File: src/rtl/mul_pkg.sv
// Shared definitions for the multi-cycle multiply unit.
//   - funct3 operation codes
//   - sequencer state encoding
//   - helpers for counter width and operand signedness
package mul_pkg;

  localparam logic [2:0] MUL_LO  = 3'b000;  // low word
  localparam logic [2:0] MULH_SS = 3'b001;  // high word, signed x signed
  localparam logic [2:0] MULH_SU = 3'b010;  // high word, signed x unsigned
  localparam logic [2:0] MULH_UU = 3'b011;  // high word, unsigned x unsigned

  typedef enum logic [1:0] {
    IDLE = 2'd0,
    RUN  = 2'd1,
    DONE = 2'd2
  } mul_state_e;

  function automatic int cnt_width(input int xlen);
    return $clog2(xlen);
  endfunction

  // MUL and reserved codes are treated as unsigned: the low word is
  // sign-agnostic and reserved codes return 0 anyway.
  function automatic logic rs1_is_signed(input logic [2:0] f3);
    return (f3 == MULH_SS) || (f3 == MULH_SU);
  endfunction

  function automatic logic rs2_is_signed(input logic [2:0] f3);
    return (f3 == MULH_SS);
  endfunction

endpackage

File: src/rtl/mul_shift_add_dp.sv
// Radix-2 shift-add multiply datapath.
// Works on operand magnitudes, then applies the sign and selects the
// product word.
// Ports:
//   clk, rst_n          clock, async active-low reset
//   load                latch funct3, operand magnitudes and sign; clear acc
//   step                one shift-add iteration
//   finish              register selected product word (asserted with the
//                       final step, so the word uses the post-step value)
//   funct3              operation select
//   rs1_val, rs2_val    multiplicand, multiplier
//   result              registered product word, held until next finish
module mul_shift_add_dp
  import mul_pkg::*;
#(
  parameter int XLEN = 32
) (
  input  logic            clk,
  input  logic            rst_n,
  input  logic            load,
  input  logic            step,
  input  logic            finish,
  input  logic [2:0]      funct3,
  input  logic [XLEN-1:0] rs1_val,
  input  logic [XLEN-1:0] rs2_val,
  output logic [XLEN-1:0] result
);

  logic [XLEN-1:0]   mcand, mplr;
  logic [2*XLEN-1:0] acc;
  logic              neg;
  logic [2:0]        f3_q;

  logic              s1, s2, n1, n2;
  logic [XLEN-1:0]   mag1, mag2, addend;
  logic [XLEN:0]     sum;
  logic [2*XLEN-1:0] acc_nxt, prod;
  logic [XLEN-1:0]   sel;

  assign s1 = rs1_is_signed(funct3);
  assign s2 = rs2_is_signed(funct3);
  assign n1 = s1 & rs1_val[XLEN-1];
  assign n2 = s2 & rs2_val[XLEN-1];
  // Negating the most-negative value yields 2^(XLEN-1), which is its
  // correct magnitude when read as unsigned.
  assign mag1 = n1 ? -rs1_val : rs1_val;
  assign mag2 = n2 ? -rs2_val : rs2_val;

  // Upper half plus multiplicand keeps its carry, which shifts into the MSB.
  assign addend  = mplr[0] ? mcand : '0;
  assign sum     = {1'b0, acc[2*XLEN-1:XLEN]} + {1'b0, addend};
  assign acc_nxt = {sum, acc[XLEN-1:1]};
  assign prod    = neg ? -acc_nxt : acc_nxt;

  always_comb begin
    sel = '0;
    case (f3_q)
      MUL_LO:                    sel = prod[XLEN-1:0];
      MULH_SS, MULH_SU, MULH_UU: sel = prod[2*XLEN-1:XLEN];
      default:                   sel = '0;
    endcase
  end

  always_ff @(posedge clk or negedge rst_n) begin
    if (!rst_n) begin
      mcand  <= '0;
      mplr   <= '0;
      acc    <= '0;
      neg    <= 1'b0;
      f3_q   <= '0;
      result <= '0;
    end else begin
      if (load) begin
        mcand <= mag1;
        mplr  <= mag2;
        acc   <= '0;
        neg   <= n1 ^ n2;
        f3_q  <= funct3;
      end else if (step) begin
        acc  <= acc_nxt;
        mplr <= mplr >> 1;
      end
      if (finish) result <= sel;
    end
  end

endmodule

File: src/rtl/mul_sequencer.sv
// Multi-cycle multiply controller.
// Accepts one multiply from EX, stalls the pipeline for XLEN shift-add
// cycles, then pulses done for one cycle with the product and rd.
// Ports:
//   clk, rst_n          clock, async active-low reset
//   start               start_mul qualified by EX valid (sampled in IDLE)
//   funct3              operation select
//   rs1_val, rs2_val    multiplicand, multiplier
//   rd_in               destination register
//   flush               abort any operation in RUN
//   stall               holds IF/ID/EX (combinational)
//   done                one-cycle completion pulse
//   result, rd_out      registered product word and destination register
module mul_sequencer
  import mul_pkg::*;
#(
  parameter int XLEN = 32
) (
  input  logic            clk,
  input  logic            rst_n,
  input  logic            start,
  input  logic [2:0]      funct3,
  input  logic [XLEN-1:0] rs1_val,
  input  logic [XLEN-1:0] rs2_val,
  input  logic [4:0]      rd_in,
  input  logic            flush,
  output logic            stall,
  output logic            done,
  output logic [XLEN-1:0] result,
  output logic [4:0]      rd_out
);

  localparam int            CW       = cnt_width(XLEN);
  localparam logic [CW-1:0] CNT_LAST = CW'(XLEN - 1);

  mul_state_e      state;
  logic [CW-1:0]   cnt;
  logic [4:0]      rd_q;
  logic            accept, step, last;

  assign accept = (state == IDLE) & start & ~flush;
  assign step   = (state == RUN) & ~flush;
  assign last   = step & (cnt == CNT_LAST);

  // stall is low in DONE so the pipeline advances while consuming result.
  assign stall = accept | (state == RUN);
  assign done  = (state == DONE);

  always_ff @(posedge clk or negedge rst_n) begin
    if (!rst_n) begin
      state  <= IDLE;
      cnt    <= '0;
      rd_q   <= '0;
      rd_out <= '0;
    end else begin
      case (state)
        IDLE: if (accept) begin
          state <= RUN;
          cnt   <= '0;
          rd_q  <= rd_in;
        end
        RUN: begin
          if (flush) begin
            state <= IDLE;
            cnt   <= '0;
          end else if (last) begin
            state  <= DONE;
            cnt    <= '0;
            rd_out <= rd_q;
          end else begin
            cnt <= cnt + 1'b1;
          end
        end
        DONE:    state <= IDLE;
        default: state <= IDLE;
      endcase
    end
  end

  mul_shift_add_dp #(.XLEN(XLEN)) u_dp (
    .clk     (clk),
    .rst_n   (rst_n),
    .load    (accept),
    .step    (step),
    .finish  (last),
    .funct3  (funct3),
    .rs1_val (rs1_val),
    .rs2_val (rs2_val),
    .result  (result)
  );

endmodule

File: config.mk
export PLATFORM = sky130hd
export DESIGN_NAME = mul_sequencer
export DESIGN_NICKNAME = d
export VERILOG_FILES = /design/src/rtl/mul_pkg.sv /design/src/rtl/mul_shift_add_dp.sv /design/src/rtl/mul_sequencer.sv
export SDC_FILE = /design/constraint.sdc
export NUM_CORES = 1
export LEC_CHECK = 0
export BUFFER_PORTS_ARGS = -buffer_cell sky130_fd_sc_hd__buf_4
export CAP_MARGIN = 30
export CORE_MARGIN = 10
export CORE_UTILIZATION = 55
export DETAILED_ROUTE_END_ITERATION = 10
export GPL_TIMING_DRIVEN = 0
export HOLD_SLACK_MARGIN = 0.12
export PLACE_DENSITY = 0.8
export SLEW_MARGIN = 30
export SYNTH_ARGS = -nofsm -noshare
export SYNTH_HDL_FRONTEND = slang
export SYNTH_SLANG_ARGS = --single-unit
File: constraint.sdc
create_clock -name clk -period 5.8 [get_ports clk]
set_input_delay 1.16 -clock clk [delete_from_list [all_inputs] [get_ports clk]]
set_output_delay 1.16 -clock clk [all_outputs]
set_load 0.1 [all_outputs]
==> metrics.md, run 1 <==
| Metric | Value |
|---|---|
| Syn Inst Count | `1460` |
| Placed Area | `13240 um2` |
| Hold-fix buffer count after cts | `0` |
| Max Fclk | `188.0 MHz` |
| P_leak | `6.194 nW` |
| Post-synth top area share | `37.60%` |
| R2R Path End | `u_dp.result[28]` |
| Die height | `about 170 um` |
| Final setup viols | `0` |
| CP peak stage delay | `0.81 ns` |
| Nets | `approximately 1700` |
| Clk sinks | `between 150 and 200` |
| H-tree levels | `4` |
| Core Box Area | `around 21000 um2` |
| Setup TNS Final | `0 ns` |
| CTS Buf Count | `17` |
| Power density over the cells | `306.0 nW/um2` |
| WS Path Type | `flop to flop` |
| Hold EP | `rd_q[2]` |
| Crit path buffers/inverters | `2` |
| DIE AREA | `between 20000 and 30000 um2` |
| I/O pins | `115` |
| Final Critical Period | `between 5 and 6 ns` |
| Largest fanout on the critical path | `10` |
| TritonCTS clock tree | `yes` |
| MaxCap Viol Count | `0` |
| Avg Inst Size Synth | `just over 8 um2` |
| Die extent in x | `167.6 um` |
| Mapped Nets | `1574` |
| Mux cell area share after synthesis | `0.6893%` |
| Slew Limit Fails | `0` |
| First-pass GRT wire length | `between 50 and 60 mm` |
| Final Cell Area | `approximately 14000 um2` |
| Fillcell total | `1830` |
| Outcome | `finished, final reports clean` |
| DRC | `0` |
| Fraction of the mapped netlist area in simple logic gates | `22.68%` |
| Slew HR | `31.57%` |
| Grt ovf | `0` |
| Clock Skews | `0.007048 ns` |
| Root Buffer | `clkbuf_16` |
| Max IR drop VDD | `between 100 and 150 uV` |
| CP Launch Type | `flop` |
| Largest area contributor in the netlist | `dfrtp_1` |
| Unrepaired setup endpoints after global routing | `false` |
| Critical Path Sink Type | `flop` |
| Netlist cell types | `between 70 and 80` |
| I/O Buffers | `between 100 and 150` |
| Crit-path slowest cell | `a2111oi_1` |
| Final Util | `65.04%` |
| EDFF count, synth | `0` |
| Initial Utilization | `56.46%` |
| Xor/xnor share of the synthesized area | `10.45%` |
| Cell with the most instances after synthesis | `nand2_1` |
| 1st-iter DRT viols | `1206` |
| Slack of the worst reg-to-reg path | `0.48 ns` |
| Routed WL | `34.84 mm` |
| Post-CTS Repair Setup Buffers | `0` |
| Count of final hold-check violations | `0` |
| Vias/cell | `between 6 and 7` |
| YS warnings | `0` |
| GRT Total Usage | `23.98%` |
| Synth Area in Adders | `4.031%` |
| Latest clock arrival within the worst-skew pair | `about 0.43 ns` |
| DR pass1 iterations | `6` |
| Worst-Margin Slew | `1.019 ns` |
| Largest net degree at the start of global routing | `a little under 80` |
| Vias | `between 10000 and 15000` |
| CP required | `just over 6 ns` |
| Compound-cell area share of the yosys netlist | `21.18%` |
| Most used DFF post-synth | `dfrtp_1` |
| Crit path cell chain | `clkbuf_1 -> and2_1 -> ha_1 -> clkbuf_1 -> nand2_1 -> a2111oi_4 -> o21ai_0 -> a211oi_2 -> nor4_1 -> a2111oi_1 -> nand3_1 -> or4_1 -> o21ai_0 -> xor2_1 -> a21oi_1` |
| Post-route ant nets | `0` |
| Min-Delay Startpoint | `rd_q[2]` |
| Cell Area, Synth | `11980 um2` |
| Synth cell count leaders | `nand2_1 (305), dfrtp_1 (180), o21ai_0 (128)` |
| Endpoint arrival time on the critical path | `5.63 ns` |
| DP Wirelength | `26.65 mm` |
| Hold Path Class | `flop to flop` |
| Row count | `53` |
| Area growth, synth to finish | `15.21%` |
| #FFs+latches synth | `180` |
| Max Buffers Root-to-Sink | `2` |
| Layout cells sized above 1 | `10.64%` |
| Hold depth | `2` |
| GPL Wtd Cong | `a little under 1` |
| Clk slew on worst S/H paths | `approximately 0.070 ns` |
| # diodes | `0` |
| Crit path max-delay family | `compound AO/OA/AOI/OAI gates` |
| Vias in the first global route | `10832` |
| FF-to-FF path depth | `15` |
| Seq/Total Area, Yosys | `37.60%` |
| Post-CTS sizing | `0` |
| Period utilisation layout | `91.72%` |
| Wirelength per Cell | `18.51 um` |
| WHS | `0.4771 ns` |
| Initial antenna violation count | `0` |
| Synth area leaders | `dfrtp_1 (38%), nand2_1 (9.6%), xnor2_1 (5.8%)` |
| Ys async rst share | `100.0%` |
| Reg2Reg Launch Point | `u_dp.mplr[0]` |
| Combinational family with the most area after synthesis | `simple AND/OR/NAND/NOR gates` |
-- sequential cells by signal, indices dropped and copies added, names as in the netlist, 2 cells and up --
register	flops
cnt	5
rd_out	5
rd_q	5
state	2
u_dp.acc	63
u_dp.f3_q	3
u_dp.mcand	32
u_dp.mplr	32
u_dp.result	32
-- area by class of cell --
cell class                 instances  area, um2  area share, %
timing repair buffer             116      918.4          6.654
sequential                       180       4504          32.64
inverter                          16      60.06         0.4351
tap                              275      344.1          2.493
clock buffer                      18      439.2          3.182
buffer                            90      342.8          2.484
clock inverter                    13      112.6         0.8159
multi-input combinational       1174       7081          51.30
-- worst reg2reg max path: stages (launching register included) --
cell	delay (ns)
dfrtp_1	0.44
clkbuf_1	0.21
and2_1	0.23
ha_1	0.28
clkbuf_1	0.28
nand2_1	0.15
a2111oi_4	0.50
o21ai_0	0.21
a211oi_2	0.43
nor4_1	0.10
a2111oi_1	0.81
nand3_1	0.35
or4_1	0.66
o21ai_0	0.24
xor2_1	0.23
a21oi_1	0.10
-- power breakdown --
group	leakage, nW	internal, W	switching [W]
clock	0.279	0.000575	0.000548
sequential	2.36	0.00143	0.000116
combinational	3.55	0.000548	0.00100
-- stage by stage --
| stage | worst slack, ns | std cells | total power [W] |
|---|---|---|---|
| 3_3_place_gp | 0.4729 | 1849 | 0.003025 |
| 2_1_floorplan | 1.269 | 1460 | 0.002619 |
| 4_1_cts | 0.5526 | 1882 | 0.004198 |
| 6_report | 0.4805 | 1882 | 0.004224 |
| 5_1_grt | 0.2276 | 1882 | 0.004462 |
| 3_5_place_dp | 0.5767 | 1851 | 0.003075 |
-- placed cells by master (no fill, tap or decap), drive strengths merged, types with 4 or more instances in the layout --
cell,netlist,routed
a211oi,6,6
a21o,9,9
a21oi,92,92
a22o,44,44
a22oi,5,5
a31oi,32,32
and2,39,39
and3,5,5
buf,8,124
clkbuf,82,100
clkinv,0,4
dfrtp,180,180
ha,37,37
inv,16,25
mux2i,6,6
nand2,305,305
nand2b,10,10
nand3,21,21
nand4,10,10
nand4b,4,4
nor2,98,98
nor2b,7,7
nor3,19,19
nor4,18,18
nor4b,5,5
o211ai,4,4
o21a,6,6
o21ai,131,131
o31ai,29,29
o41ai,13,13
or2,6,6
or3,12,12
or4,18,18
xnor2,80,80
xor2,63,63
-- metal layers --
layer / global-route usage, % / vias up / wire length (um)
met5: 0 / - / 0
met4: 7.040 / 0 / 797
met3: 4.377 / 56 / 2738
met2: 38.71 / 504 / 16280
met1: 32.09 / 5430 / 15030
li1: - / 5424 / -
-- cell families after synthesis --
logic type / after synthesis
AND/OR/NAND/NOR: 586
AO/OA/AOI/OAI: 399
flip-flops: 180
XOR/XNOR: 143
buffers and inverters: 106
adder cells (fa/ha/maj): 38
multiplexers: 8
-- worst max path at each step --
stage	startpoint	to	slack, ns	cells after the start
4_1_cts	u_dp.mplr[0]	u_dp.result[27]	0.55	13
5_1_grt	u_dp.mplr[0]	u_dp.result[28]	0.23	15
3_3_place_gp	u_dp.mplr[0]	u_dp.result[26]	0.47	14
6_report	u_dp.mplr[0]	u_dp.result[28]	0.48	15
2_1_floorplan	u_dp.mplr[0]	u_dp.result[27]	1.27	15
3_5_place_dp	u_dp.mplr[0]	u_dp.result[27]	0.58	13
(Power assumes the default switching activity.)
==> inputs of run 2 (changes only) <==
==> constraint.sdc (replaced) <==
create_clock -name clk -period 5.8 [get_ports clk]
set_input_delay 0.29 -clock clk [delete_from_list [all_inputs] [get_ports clk]]
set_output_delay 0.29 -clock clk [all_outputs]
set_load 0.1 [all_outputs]
==> run 2 against run 1 <==
Clock skew hardly changed. Worst hold slack worse by 0.35 ns. Final area increased by 0.65%. Sequential power barely moved. Wire length barely moved. Global-route usage is essentially flat. First-iteration DRC count increased by 0.41%. Total power hardly changed. Largest cell class unchanged.
==> metrics.md, run 2 (synthesis results as in run 1) <==
| Metric | Value |
|---|---|
| Period utilisation layout | `92.19% (+0.48 points)` |
| Clk slew on worst S/H paths | `0.07 ns (about the same)` |
| Initial Utilization | `56.46% (unchanged)` |
| Max Fclk | `187.0 MHz (-0.52%)` |
| Slew Limit Fails | `0 (unchanged)` |
| Initial antenna violation count | `0 (unchanged)` |
| Largest fanout on the critical path | `10 (unchanged)` |
| Final Critical Period | `5.347 ns (+0.02762 ns)` |
| Min-Delay Startpoint | `rs1_val[31]` |
| Crit-path slowest cell | `a2111oi_1` |
| Area growth, synth to finish | `15.96%` |
| Slew HR | `33.43% (+1.9 points)` |
| MaxCap Viol Count | `0 (unchanged)` |
| Largest net degree at the start of global routing | `77 (unchanged)` |
| WS Path Type | `flop to flop` |
| Vias/cell | `6.059 (about the same)` |
| Row count | `53 (unchanged)` |
| Wirelength per Cell | `18.43 um (-0.44%)` |
| I/O pins | `115 (unchanged)` |
| Reg2Reg Launch Point | `u_dp.mplr[0]` |
| Outcome | `finished, final reports clean` |
| H-tree levels | `4 (unchanged)` |
| Max IR drop VDD | `149.9 uV (+0.15%)` |
| Layout cells sized above 1 | `10.58% (-0.059 points)` |
| Die height | `167.6 um (unchanged)` |
| Final setup viols | `0 (unchanged)` |
| Critical Path Sink Type | `flop` |
| CP peak stage delay | `0.83 ns (+0.02 ns)` |
| Crit path cell chain | `clkbuf_1 -> and2_1 -> ha_1 -> clkbuf_1 -> nand2_1 -> a2111oi_4 -> o21ai_0 -> a211oi_2 -> nor4_1 -> a2111oi_1 -> nand3_1 -> or4_1 -> or4_1 -> a31oi_1` |
| TritonCTS clock tree | `yes` |
| # diodes | `0 (unchanged)` |
| DR pass1 iterations | `5 (-1)` |
| Clk sinks | `180 (unchanged)` |
| Most frequent cells in the layout | `nand2_1 (305), dfrtp_1 (180), o21ai_0 (128)` |
| DRC | `0 (unchanged)` |
| Commonest non-fill, non-tap cell in the layout | `nand2_1` |
| Grt ovf | `0 (unchanged)` |
| Post-route ant nets | `0 (unchanged)` |
| Biggest register | `u_dp.acc` |
| DP Wirelength | `26.65 mm (unchanged)` |
| Unrepaired setup endpoints after global routing | `false` |
| CP Launch Type | `flop` |
| GPL Wtd Cong | `0.9678 (unchanged)` |
| GRT Total Usage | `24.03% (+0.049 points)` |
| P_leak | `6.231 nW (+0.61%)` |
| Count of final hold-check violations | `0 (unchanged)` |
| CP required | `6.16 ns (+0.04 ns)` |
| Max FFs per register | `63 (unchanged)` |
| Core Box Area | `21220 um2 (unchanged)` |
| Crit path buffers/inverters | `2 (unchanged)` |
| Hold Path Class | `input port to flop` |
| DIE AREA | `28090 um2 (unchanged)` |
| Latest clock arrival within the worst-skew pair | `0.43 ns (about the same)` |
| Crit path max-delay family | `compound AO/OA/AOI/OAI gates` |
| First-pass GRT wire length | `56.32 mm (+0.26%)` |
| CTS Buf Count | `17 (unchanged)` |
| Setup TNS Final | `0 ns (unchanged)` |
| Clock Skews | `0.007433 ns (+0.0003849 ns)` |
| 1st-iter DRT viols | `1211 (+0.41%)` |
| Final Cell Area | `13890 um2 (+0.65%)` |
| Routed WL | `34.86 mm (about the same)` |
| Endpoint arrival time on the critical path | `5.71 ns (+0.08 ns)` |
| Root Buffer | `clkbuf_16` |
| Die extent in x | `167.6 um (unchanged)` |
| Crit path from | `u_dp.mplr[0]` |
| Worst-Margin Slew | `0.9919 ns (-0.02758 ns)` |
| Post-CTS Repair Setup Buffers | `0 (unchanged)` |
| I/O Buffers | `114 (unchanged)` |
| Nets | `1718 (+0.53%)` |
| Vias in the first global route | `10867 (+0.32%)` |
| Vias | `11458 (+0.39%)` |
| Max Buffers Root-to-Sink | `2 (unchanged)` |
| Power Total | `0.004226 W (about the same)` |
| Power density over the cells | `304.2 nW/um2 (-0.59%)` |
| Placed Area | `13240 um2 (unchanged)` |
run 2: cell count changes in the layout (fill, tap and decap cells not counted):
| cell | before | now |
|---|---|---|
| dlygate4sd3_1 | 0 | 9 |
run 2: cell type report:
| type | count | area (um2) |
|---|---|---|
| inverters | 16 | 60.06 |
| plain buffers | 90 | 342.8 |
| clock buffers | 18 | 439.2 |
| flip-flops and latches | 180 | 4504 |
| clock inverters | 13 | 112.6 |
| repair buffers | 125 | 1008 |
| fillers | 1818 | 7328 |
| multi-input cells | 1174 | 7081 |
| well taps | 275 | 344.1 |
run 2: worst register-to-register path, delay by kind of cell, from the launching register on:
kind,cells,cell delay [ns]
compound gates,5,2.14
simple gates,6,1.92
buf+inv,2,0.49
flops,1,0.44
fa+ha+maj,1,0.28
run 2: layer usage:
metal	up-vias	global-route usage [%]	share of wire (%)
met3	64	4.424	7.7
met2	487	38.76	47
met5	-	0	0
li1	5447	-	-
met1	5460	32.11	43
met4	0	7.192	2.3
run 2: worst paths after layout:
check / cells after the start / end / slack (ns)
min reg2reg: 2 / rd_q[2] / 0.48
max in group asynchronous: 3 / u_dp.acc[1] / 4.74
min in group asynchronous: 2 / u_dp.acc[48] / 0.34
min: 3 / u_dp.mcand[31] / 0.13
max: 14 / u_dp.result[26] / 0.45
max reg2reg: 14 / u_dp.result[26] / 0.45
run 2: power by group:
group          switching, W  total [W]  internal [W]
logic               0.00100    0.00156      0.000552
clock network      0.000547    0.00112      0.000575
registers          0.000117    0.00155       0.00143
run 2: what timing repair did:
action,CTS,global route
endpoints found under the hold margin,52,0
hold buffers,9,0
gates resized for setup,0,0
run 2: per-stage QoR:
| step | setup WS, ns | hold WS [ns] | utilization, % | cells |
|---|---|---|---|---|
| after floorplan | 1.269 | -0.005591 | - | 1460 |
| after global placement | 0.4729 | 0.4560 | 62.11 | 1849 |
| after detailed placement | 0.5767 | 0.2115 | 62.41 | 1851 |
| after CTS | 0.5526 | 0.1234 | 65.44 | 1891 |
| after global routing | 0.2276 | 0.1510 | 65.47 | 1891 |
| final | 0.4529 | 0.1276 | 65.47 | 1891 |
